[config.mk]
export PLATFORM = sky130hd
export DESIGN_NAME = wb_multi_src
export DESIGN_NICKNAME = d
export VERILOG_FILES = /design/src/rtl/wb_multi_src.sv
export SDC_FILE = /design/constraint.sdc
export NUM_CORES = 1
export LEC_CHECK = 0
export CAP_MARGIN = 20
export CORE_ASPECT_RATIO = 1.1
export CORE_MARGIN = 1.5
export CORE_UTILIZATION = 55
export CTS_CLUSTER_DIAMETER = 40
export DETAILED_ROUTE_END_ITERATION = 16
export MAX_ROUTING_LAYER = met4
export PLACE_DENSITY_LB_ADDON = 0.3
export SLEW_MARGIN = 20
export SYNTH_ARGS = -nofsm -noshare
export SYNTH_HDL_FRONTEND = slang
export SYNTH_SLANG_ARGS = --single-unit
export TNS_END_PERCENT = 10
[constraint.sdc]
create_clock -name clk -period 5.55 [get_ports clk]
set_clock_uncertainty 0.1 [all_clocks]
set_input_delay 1.11 -clock clk [delete_from_list [all_inputs] [get_ports clk]]
set_output_delay 1.11 -clock clk [all_outputs]
set_load 0.01 [all_outputs]
[src/rtl/wb_multi_src.sv]
// rtl/wb_multi_src.sv - multi-source writeback stage with per-source FIFOs and round-robin drain
//
// Collects results from NUM_SRC execution units into small private FIFOs and
// drains at most one entry per cycle onto the registered register-file write port.
//
// Ports:
//   clk        clock
//   reset      synchronous, active-high reset
//   src_valid  per-source result valid
//   src_ready  per-source FIFO not full (state only)
//   src_rd     per-source destination register, source i at [i*REG_ADDR_WIDTH +: REG_ADDR_WIDTH]
//   src_data   per-source result, source i at [i*DATA_WIDTH +: DATA_WIDTH]
//   flush      discard every buffered result and the beats presented this cycle
//   wb_addr    register-file write address (registered)
//   wb_data    register-file write data (registered)
//   wb_en      register-file write enable (registered)
//   idle       all source FIFOs empty
module wb_multi_src #(
  parameter int NUM_SRC        = 3,
  parameter int DATA_WIDTH     = 32,
  parameter int REG_ADDR_WIDTH = 5,
  parameter int FIFO_DEPTH     = 2
) (
  input  logic                               clk,
  input  logic                               reset,
  input  logic [NUM_SRC-1:0]                 src_valid,
  output logic [NUM_SRC-1:0]                 src_ready,
  input  logic [NUM_SRC*REG_ADDR_WIDTH-1:0]  src_rd,
  input  logic [NUM_SRC*DATA_WIDTH-1:0]      src_data,
  input  logic                               flush,
  output logic [REG_ADDR_WIDTH-1:0]          wb_addr,
  output logic [DATA_WIDTH-1:0]              wb_data,
  output logic                               wb_en,
  output logic                               idle
);

  localparam int PW = $clog2(FIFO_DEPTH);
  localparam int CW = $clog2(FIFO_DEPTH + 1);
  localparam int SW = $clog2(NUM_SRC);
  localparam int EW = REG_ADDR_WIDTH + DATA_WIDTH;

  logic [EW-1:0]             mem_q    [NUM_SRC][FIFO_DEPTH];
  logic [PW-1:0]             wr_ptr_q [NUM_SRC];
  logic [PW-1:0]             rd_ptr_q [NUM_SRC];
  logic [CW-1:0]             count_q  [NUM_SRC];
  logic [SW-1:0]             rr_ptr_q;
  logic [SW-1:0]             rr_ptr_d;
  logic [REG_ADDR_WIDTH-1:0] wb_addr_q;
  logic [DATA_WIDTH-1:0]     wb_data_q;
  logic                      wb_en_q;

  logic [NUM_SRC-1:0]        push;
  logic [NUM_SRC-1:0]        pop;
  logic                      grant_found;
  logic [SW-1:0]             grant_idx;
  logic [EW-1:0]             head;
  int                        idx;

  // Ready and push qualification. Ready looks only at occupancy so a full FIFO
  // stays not-ready even in a cycle where it is being popped.
  always_comb begin
    src_ready = '0;
    push      = '0;
    idle      = 1'b1;
    for (int i = 0; i < NUM_SRC; i++) begin
      src_ready[i] = (count_q[i] != CW'(FIFO_DEPTH));
      // Writes to x0 complete the handshake but are never stored.
      push[i]      = src_valid[i] & src_ready[i] &
                     (src_rd[i*REG_ADDR_WIDTH +: REG_ADDR_WIDTH] != '0);
      if (count_q[i] != '0) begin
        idle = 1'b0;
      end
    end
  end

  // Round-robin search starting at rr_ptr_q; only entries present at cycle
  // start are eligible, so a same-cycle push is never bypassed.
  always_comb begin
    grant_found = 1'b0;
    grant_idx   = '0;
    idx         = 0;
    for (int k = 0; k < NUM_SRC; k++) begin
      idx = (int'(rr_ptr_q) + k) % NUM_SRC;
      if (!grant_found && (count_q[idx] != '0)) begin
        grant_found = 1'b1;
        grant_idx   = SW'(idx);
      end
    end

    pop = '0;
    if (grant_found) begin
      pop[grant_idx] = 1'b1;
    end

    head = mem_q[grant_idx][rd_ptr_q[grant_idx]];

    rr_ptr_d = rr_ptr_q;
    if (grant_found) begin
      rr_ptr_d = (grant_idx == SW'(NUM_SRC - 1)) ? '0 : grant_idx + SW'(1);
    end
  end

  // Control state and registered write port.
  always_ff @(posedge clk) begin
    if (reset || flush) begin
      for (int i = 0; i < NUM_SRC; i++) begin
        count_q[i]  <= '0;
        wr_ptr_q[i] <= '0;
        rd_ptr_q[i] <= '0;
      end
      rr_ptr_q <= '0;
      wb_en_q  <= 1'b0;
      // A flush keeps the last address/data visible; only reset clears them.
      if (reset) begin
        wb_addr_q <= '0;
        wb_data_q <= '0;
      end
    end else begin
      for (int i = 0; i < NUM_SRC; i++) begin
        if (push[i]) begin
          wr_ptr_q[i] <= wr_ptr_q[i] + PW'(1);
        end
        if (pop[i]) begin
          rd_ptr_q[i] <= rd_ptr_q[i] + PW'(1);
        end
        if (push[i] && !pop[i]) begin
          count_q[i] <= count_q[i] + CW'(1);
        end else if (pop[i] && !push[i]) begin
          count_q[i] <= count_q[i] - CW'(1);
        end
      end
      rr_ptr_q <= rr_ptr_d;
      if (grant_found) begin
        wb_en_q   <= 1'b1;
        wb_addr_q <= head[EW-1 -: REG_ADDR_WIDTH];
        wb_data_q <= head[DATA_WIDTH-1:0];
      end else begin
        wb_en_q <= 1'b0;
      end
    end
  end

  // Storage array has no reset; validity is tracked entirely by the counters.
  always_ff @(posedge clk) begin
    for (int i = 0; i < NUM_SRC; i++) begin
      if (!reset && !flush && push[i]) begin
        mem_q[i][wr_ptr_q[i]] <= {src_rd[i*REG_ADDR_WIDTH +: REG_ADDR_WIDTH],
                                  src_data[i*DATA_WIDTH +: DATA_WIDTH]};
      end
    end
  end

  assign wb_addr = wb_addr_q;
  assign wb_data = wb_data_q;
  assign wb_en   = wb_en_q;

endmodule

Word-level counts from Yosys, hierarchy flattened --
Memory sizes are Yosys's and may differ from the RTL's. Index checks and enable logic that the tools add are counted.
Word-level totals: bits in registers 40, memory bits (writable) 234, input bits 117, output and inout bits 42, word-level logic and storage cells 188, memories 4
Operators by class: add/sub/neg operators 15, div/mod/pow operators 3, $lt $le $gt $ge 9, equality and inequality tests 5, muxes and demuxes 88, bitwise logic cells 22, reductions and logical operators 38
Memory list:
- mem_q | words 3, width 74, read ports 1, clocked after Yosys merged registers in 0, wr ports 3, RTL line 42 | logic [EW-1:0] mem_q [NUM_SRC][FIFO_DEPTH];
- count_q | words 3, width 2, read ports 6, clocked after Yosys merged registers in 0, wr ports 3, RTL line 45 | logic [CW-1:0] count_q [NUM_SRC];
- rd_ptr_q | words 3, width 1, read ports 4, clocked after Yosys merged registers in 0, wr ports 3, RTL line 44 | logic [PW-1:0] rd_ptr_q [NUM_SRC];
- wr_ptr_q | words 3, width 1, read ports 3, clocked after Yosys merged registers in 0, wr ports 3, RTL line 43 | logic [PW-1:0] wr_ptr_q [NUM_SRC];
Operators by type and width (number):
- $mux W37 | 6
- $mux W74 | 3
- $demux W37 S1 | 3
- $mux W32 | 3
- $mod A32 B3 Y32 const B | 2
- $mux W1 | 58
- $mod A3 B3 Y32 const B | 1
- $mux W2 | 10
- $logic_and A1 B1 Y1 | 16
- $mux W5 | 3
- $reduce_bool A5 Y1 | 3
- $reduce_bool A2 Y1 | 7
- $or A1 B1 Y1 | 12
- $logic_not A1 Y1 | 10
- $add A2 B1 Y2 const B | 4
- $ge A2 B2 Y1 const B | 4
- $ne A2 B2 Y1 const B | 4
- $not A1 Y2 | 4
- $add A1 B1 Y1 const B | 6
- $and A1 B1 Y1 | 6
- $lt A2 B1 Y1 const B | 3
- $sub A2 B1 Y2 const B | 3
- $add A2 B1 Y3 const B | 1
- $add A2 B2 Y3 const B | 1
- other kinds (7) | 7

Depth between registers and ports, before layout --
Gate-level depths: netlist (run 1). An unclocked memory read counts as a cell.
depth in word-level cells 22, gate-level depth with buffers 13, depth with buffers taken out 9

Worst setup path before layout (run 1) --
No wires, ideal clock.
path kind input -> register, from input port flush, to memory mem_q[1][0] in the netlist's numbering (enable), library setup time 0.477 ns, arrival 4.334 ns, data required time 4.973 ns, path slack 0.639 ns, stages 4, path buffers 2, cells stage by stage or2_2 -> clkbuf_1 -> clkbuf_1 -> nor3_1
RTL lines:
- start, declared | RTL line 30 | input logic flush,
- end, declared | RTL line 42

==> impl_metrics.env, run 1 <==
export IMPL_numCtsBuffers=30
export IMPL_async_flop_share_pct=0
export IMPL_syn2layout_area_growth_pct=24.8
export IMPL_cts_tree="built"
export IMPL_status="finished with violations"
export IMPL_synth_seq_area_share_pct=72.9
export IMPL_violations="design-rule violations"
export IMPL_synth_seq_cells=274
export IMPL_drc=5
export IMPL_arrival_ps=4600
export IMPL_p_total_mw=7.96
export IMPL_ant_nets=0
export IMPL_crit_path_max_fanout=46
export IMPL_gp_congestion=0.919
export IMPL_setup_violations=0
export IMPL_io_buffer_count=158
export IMPL_avgSynthCellArea_um2=16.1
export IMPL_hpwl_um=16000
export IMPL_syn_num_nets=818
export IMPL_dieHeight_um=153
export IMPL_leakage_nw=4.77
export IMPL_placed_area_um2=13000
export IMPL_yosysWarnings=0
export IMPL_maxSlewHeadroom_pct=29.4
export IMPL_whs_ps=402
export IMPL_fin_tns_setup_ps=0
export IMPL_die_area_um2=21300
export IMPL_grt_usage_pct=24.9
export IMPL_fin_crit_ps=4410
export IMPL_ioPinCount=159
export IMPL_cts_resized=0
export IMPL_peakVddDrop_mv=0.431
export IMPL_drtIter0Drc=512
export IMPL_wl_per_cell_um=22.4
export IMPL_hp_class="flop to flop"
export IMPL_grt_max_degree=83
export IMPL_final_nets=979
export IMPL_yosysTopAreaCellShare_pct=72.4
export IMPL_drv_slew=0
export IMPL_worst_pin_slew_ps=1060
export IMPL_post_place_ws_ps=1210
export IMPL_fp_dieW_um=139
export IMPL_cts_clk_slew_worst_paths_ps=60
export IMPL_worst_setup_path_type="flop to flop"
export IMPL_grt_overflow_total=0
export IMPL_synth_largest_area_cell="edfxtp_1"
export IMPL_syn_inst=696
export IMPL_antenna_found_initial=1
export IMPL_critPathRequiredTime_ps=5730
export IMPL_final_hold_viol_count=0
export IMPL_n_fill_cell=1256
export IMPL_wl_um=25400
export IMPL_initial_core_util_pct=56.4
export IMPL_layout_setup_ws_ps=1140
export IMPL_start_kind="flop"
export IMPL_synth_main_ff_cell="edfxtp_1"
export IMPL_ctsRootBufferMaster="clkbuf_16"
export IMPL_pwr_density_cell_nw_per_um2=568
export IMPL_vias=6702
export IMPL_cts_hold_buf=0
export IMPL_vias_per_cell=5.91
export IMPL_cts_sinks=274
export IMPL_final_area_um2=14000
export IMPL_drt_pass1_iter_count=11
export IMPL_synth_edf_count=271
export IMPL_post_cts_buffers=0
export IMPL_synth_area_um2=11200
export IMPL_clk_latency_ps=540
export IMPL_min_period_over_period_pct=79.5
export IMPL_synth_area_leaders="edfxtp_1 (72%), mux2i_1 (6.6%), o211ai_2 (3.5%), o211ai_1 (3.1%), nand2_1 (3.0%)"
export IMPL_rows=54
export IMPL_max_cap_viol_count=0
export IMPL_cp_end_kind="flop"
export IMPL_clock_path_buffers=3
export IMPL_grt_pass1_vias=7121
export IMPL_drive_gt1_share_pct=15.4
export IMPL_ys_types=47
export IMPL_grt_pass1_wl_um=39400
export IMPL_rsz0062_at_grt="false"
export IMPL_cts_htree_levels=1
export IMPL_core_area_um2=19900
export IMPL_fmax_mhz=227
==> layout make-up <==
cell class | instances | area [µm²] | area share (%)
Clock inverter | 23 | 204 | 1.45
Inverter | 7 | 26.3 | 0.187
Sequential cell | 274 | 8200 | 58.5
Antenna cell | 1 | 2.50 | 0.0178
Clock buffer | 33 | 783 | 5.59
Timing Repair Buffer | 172 | 1690 | 12.0
Multi-Input combinational cell | 372 | 2810 | 20.0
Tap cell | 252 | 315 | 2.25
==> kinds of logic (layout without fill, tap and decap cells) <==
group / after synthesis / in the layout / share of synthesized area, %
other: 0 / 1 / 0
AO/OA/AOI/OAI: 142 / 142 / 11.1
adder cells (fa/ha/maj): 5 / 5 / 0.557
XOR/XNOR: 7 / 7 / 0.545
buffers and inverters: 50 / 235 / 2.48
multiplexers: 76 / 76 / 6.92
flip-flops: 274 / 274 / 72.9
AND/OR/NAND/NOR: 142 / 142 / 5.42
==> metal layers <==
layer / share of wire [%] / GRT usage, % / up-vias
met5: 0 / - / -
met4: 2.4 / 9.32 / 0
met3: 4.3 / 2.54 / 52
met2: 54 / 44.6 / 232
met1: 39 / 29.2 / 3379
li1: - / - / 3039
==> stage by stage <==
stage / std cells / util (%)
after floorplan: 696 / -
after global placement: 1077 / 65.4
after detailed placement: 1077 / 65.4
after CTS: 1133 / 70.3
after global routing: 1134 / 70.4
final: 1134 / 70.4
==> where the power goes <==
part | switching [mW] | internal, mW | leakage [nW]
registers | 0.112 | 2.55 | 2.56
logic | 1.99 | 1.37 | 1.73
clock network | 0.787 | 1.16 | 0.484
==> final timing paths <==
path,start,endpoint,slack [ps],cells past startpoint
setup reg to reg,rr_ptr_q[0],count_q[2][1],1140,10
hold reg to reg,rr_ptr_q[1],rr_ptr_q[1],400,2
hold / removal,rr_ptr_q[1],rr_ptr_q[1],400,2
setup / recovery,rr_ptr_q[0],count_q[2][1],1140,10
==> critical path: stages (launching register included) <==
cell	delay (ps)
dfxtp_1	340
inv_1	70
ha_1	300
or3b_1	420
nor4_1	420
a211o_4	720
buf_4	650
nand2_1	280
o21ai_0	290
a31oi_1	130
or3_1	410
==> cells in the mapped netlist, types with 2 or more instances <==
cell        n
a21oi_2    30
o211ai_2   31
clkbuf_1   19
nor2_1     19
o211ai_1   47
a21oi_1    11
edfxtp_1  271
nor4_1      2
buf_4       3
o311a_1     2
dfxtp_1     3
nor3_1     12
and3_1      2
buf_2      11
clkbuf_2    2
inv_1       7
or2_2       3
nand2_1    89
xnor2_1     6
a211oi_1    3
o21ai_0     4
buf_1       3
ha_1        5
or3_1       5
nor3b_1     2
mux2i_1    74
or4_1       2
nand2b_1    4
o21a_1      2
o31ai_1     2
buf_12      3
buf_6       2
==> cell usage in the layout (no fill, tap or decap), drive strengths merged, types with 2 or more instances in the layout <==
cell           Yosys  final
clkbuf            21     33
xnor2              6      6
edfxtp           271    271
o311a              2      2
bufinv             0      3
ha                 5      5
o31ai              2      2
or3                5      5
clkdlybuf4s50      0    158
a21oi             42     42
nand2b             4      4
o21a               2      2
or2                3      3
dfxtp              3      3
and3               2      2
nor4               2      2
nor3              12     12
clkinv             0     17
buf               22     14
nand2             89     89
a211oi             3      3
nor3b              2      2
inv                7     10
o21ai              4      4
or4                2      2
nor2              19     19
mux2i             75     75
o211ai            78     78
==> sequential cells by signal (all words and copies together), names as in the netlist <==
name,flops
rd_ptr_q,3
wb_data,32
wb_en,1
count_q,6
mem_q,222
wb_addr,5
wr_ptr_q,3
rr_ptr_q,2
Power figures use the tool's default switching activity.
==> run 2, diff against run 1 <==
Settings changed: CORE_UTILIZATION 55 to 49.
Clock period 5.55 ns to 3.6 ns, I/O delays scaled along.
==> run 2 against run 1 <==
Against the previous run: the run now ends clean; combinational power rose by 62%; wire length increased by 2.0%; final cell count grew 5.5%; critical path depth did not move; sequential share of layout area decreased by 1.7 points; clock power grew 80%.
==> impl_metrics.env, run 2 (synthesis gave the netlist of run 1 again) <==
export IMPL_status="finished, final reports clean"
export IMPL_pwr_density_cell_nw_per_um2=905
export IMPL_largest_register_ffs=222
export IMPL_cp_end_kind="flop"
export IMPL_final_core_util_pct=64.7
export IMPL_fin_crit_ps=3250
export IMPL_cts_resized=0
export IMPL_grt_pass1_wl_um=39500
export IMPL_wl_um=25900
export IMPL_cts_tree="built"
export IMPL_drv_slew=0
export IMPL_p_switching_mw=4.60
export IMPL_numCtsBuffers=35
export IMPL_path_cells="inv_1, ha_1, or3b_1, nor4_1, a211o_4, buf_4, mux2i_1, nand2_1, o211ai_1, a21oi_1"
export IMPL_rsz0062_at_grt="false"
export IMPL_final_cell_mix="edfxtp_1 (271), clkdlybuf4s50_1 (158), nand2_1 (89), mux2i_1 (74), o211ai_1 (47)"
export IMPL_ioPinCount=159
export IMPL_post_place_ws_ps=-54.9
export IMPL_ant_nets=0
export IMPL_antenna_found_initial=1
export IMPL_regToRegSetupSlack_ps=350
export IMPL_slowest_delay_ps=500
export IMPL_dpl_cell_count=1134
export IMPL_met1_usage_pct=26.3
export IMPL_worst_setup_path_type="flop to flop"
export IMPL_vias=6648
export IMPL_hpwl_um=16800
export IMPL_leakage_nw=4.95
export IMPL_grtUsageMet2_pct=40.0
export IMPL_switching_share_pct=35.2
export IMPL_arrival_ps=3370
export IMPL_start_kind="flop"
export IMPL_critPathRequiredTime_ps=3720
export IMPL_top_usage_layer="met2"
export IMPL_hp_class="flop to flop"
export IMPL_drt_pass1_iter_count=5
export IMPL_clock_path_buffers=3
export IMPL_drive_gt1_share_pct=17.9
export IMPL_rows=57
export IMPL_drtIter0Drc=468
export IMPL_fin_tns_setup_ps=0
export IMPL_final_hold_viol_count=0
export IMPL_fin_cells=1196
export IMPL_p_int_mw=8.46
export IMPL_dieHeight_um=162
export IMPL_post_cts_buffers=0
export IMPL_ctsRootBufferMaster="clkbuf_16"
export IMPL_clockPowerShare_pct=26.9
export IMPL_fp_dieW_um=147
export IMPL_path_delay_family="simple AND/OR/NAND/NOR gates"
export IMPL_worst_pin_slew_ps=1030
export IMPL_final_nets=998
export IMPL_final_common_cell="edfxtp_1"
export IMPL_regArea_um2=8200
export IMPL_cts_hold_buf=0
export IMPL_drc=0
export IMPL_gp_congestion=0.890
export IMPL_gr_usage_met3_pct=3.74
export IMPL_min_period_over_period_pct=90.3
export IMPL_core_area_um2=22300
export IMPL_grt_max_degree=50
export IMPL_cts_clk_slew_worst_paths_ps=50
export IMPL_vias_per_cell=5.56
export IMPL_initial_core_util_pct=50.4
export IMPL_layout_setup_ws_ps=351
export IMPL_peakVddDrop_mv=0.561
export IMPL_die_area_um2=23900
export IMPL_worst_path_buf_inv=2
export IMPL_wl_per_cell_um=21.6
export IMPL_grt_usage_pct=22.7
export IMPL_p_seq_share_pct=31.5
export IMPL_fmax_mhz=308
export IMPL_syn2layout_area_growth_pct=28.5
export IMPL_cp_slowest_cell="buf_4"
export IMPL_io_buffer_count=158
export IMPL_maxSlewHeadroom_pct=31.1
export IMPL_grt_pass1_vias=7056
export IMPL_clk_latency_ps=510
export IMPL_max_cap_viol_count=0
export IMPL_setup_violations=0
export IMPL_cts_sinks=274
export IMPL_p_comb_share_pct=41.7
export IMPL_n_fill_cell=1562
export IMPL_crit_path_max_fanout=30
export IMPL_cts_htree_levels=2
export IMPL_grt_overflow_total=0
export IMPL_multi_input_area_um2=2820
run 2: cell types whose count changed in the layout (fill, tap and decap cells not counted), moves of 2 or more:
| cell | before | now |
|---|---|---|
| clkbuf_1 | 2 | 5 |
| nor3_4 | 0 | 2 |
| buf_12 | 0 | 4 |
| clkbuf_16 | 31 | 37 |
| clkinvlp_4 | 0 | 4 |
| clkinv_1 | 10 | 1 |
| buf_4 | 14 | 23 |
| inv_6 | 3 | 6 |
| nor3_2 | 4 | 2 |
| clkinv_4 | 4 | 1 |
run 2: layer usage:
layer,vias to the layer above,share of wire (%)
met5,-,0
met4,0,3.0
met3,56,4.7
met2,197,53
met1,3309,40
li1,3086,-
run 2: layout make-up:
cell class                 instances  area share (%)
antenna                            1          0.0173
tap                              295            2.56
sequential                       274            56.8
multi-input combinational        372            19.5
inverter                           7           0.182
clock inverter                    19            1.64
clock buffer                      42            6.54
timing repair buffer             186            12.8
run 2: worst reg2reg max path, delay by kind of cell, from the launching register on:
family	cells	cell delay, ps
AND/OR/NAND/NOR	3	830
buffers and inverters	2	570
AO/OA/AOI/OAI	3	470
multiplexers	1	350
flip-flops	1	340
adder cells (fa/ha/maj)	1	300
run 2: worst paths after layout:
kind              depth (start not counted)          end        start
setup / recovery                         10   wb_addr[3]  rr_ptr_q[0]
hold / removal                            2  rr_ptr_q[1]  rr_ptr_q[1]
setup reg to reg                         10   wb_addr[3]  rr_ptr_q[0]
hold reg to reg                           2  rr_ptr_q[1]  rr_ptr_q[1]
run 2: power by group through the flow:
stage | registers [mW] | clock network (mW) | logic [mW]
after floorplan | 4.18 | 0 | 3.98
after global placement | 4.16 | 0 | 5.27
after detailed placement | 4.17 | 0 | 5.44
after CTS | 4.11 | 3.57 | 5.47
after global routing | 4.13 | 3.69 | 5.91
final | 4.11 | 3.51 | 5.44
run 2: through the flow:
step | cell area [µm²] | power (mW) | hold WS, ps
2_1_floorplan | 11200 | 8.16 | 353
3_3_place_gp | 13200 | 9.43 | 369
3_5_place_dp | 13200 | 9.62 | 371
4_1_cts | 14400 | 13.2 | 379
5_1_grt | 14400 | 13.7 | 398
6_report | 14400 | 13.1 | 377
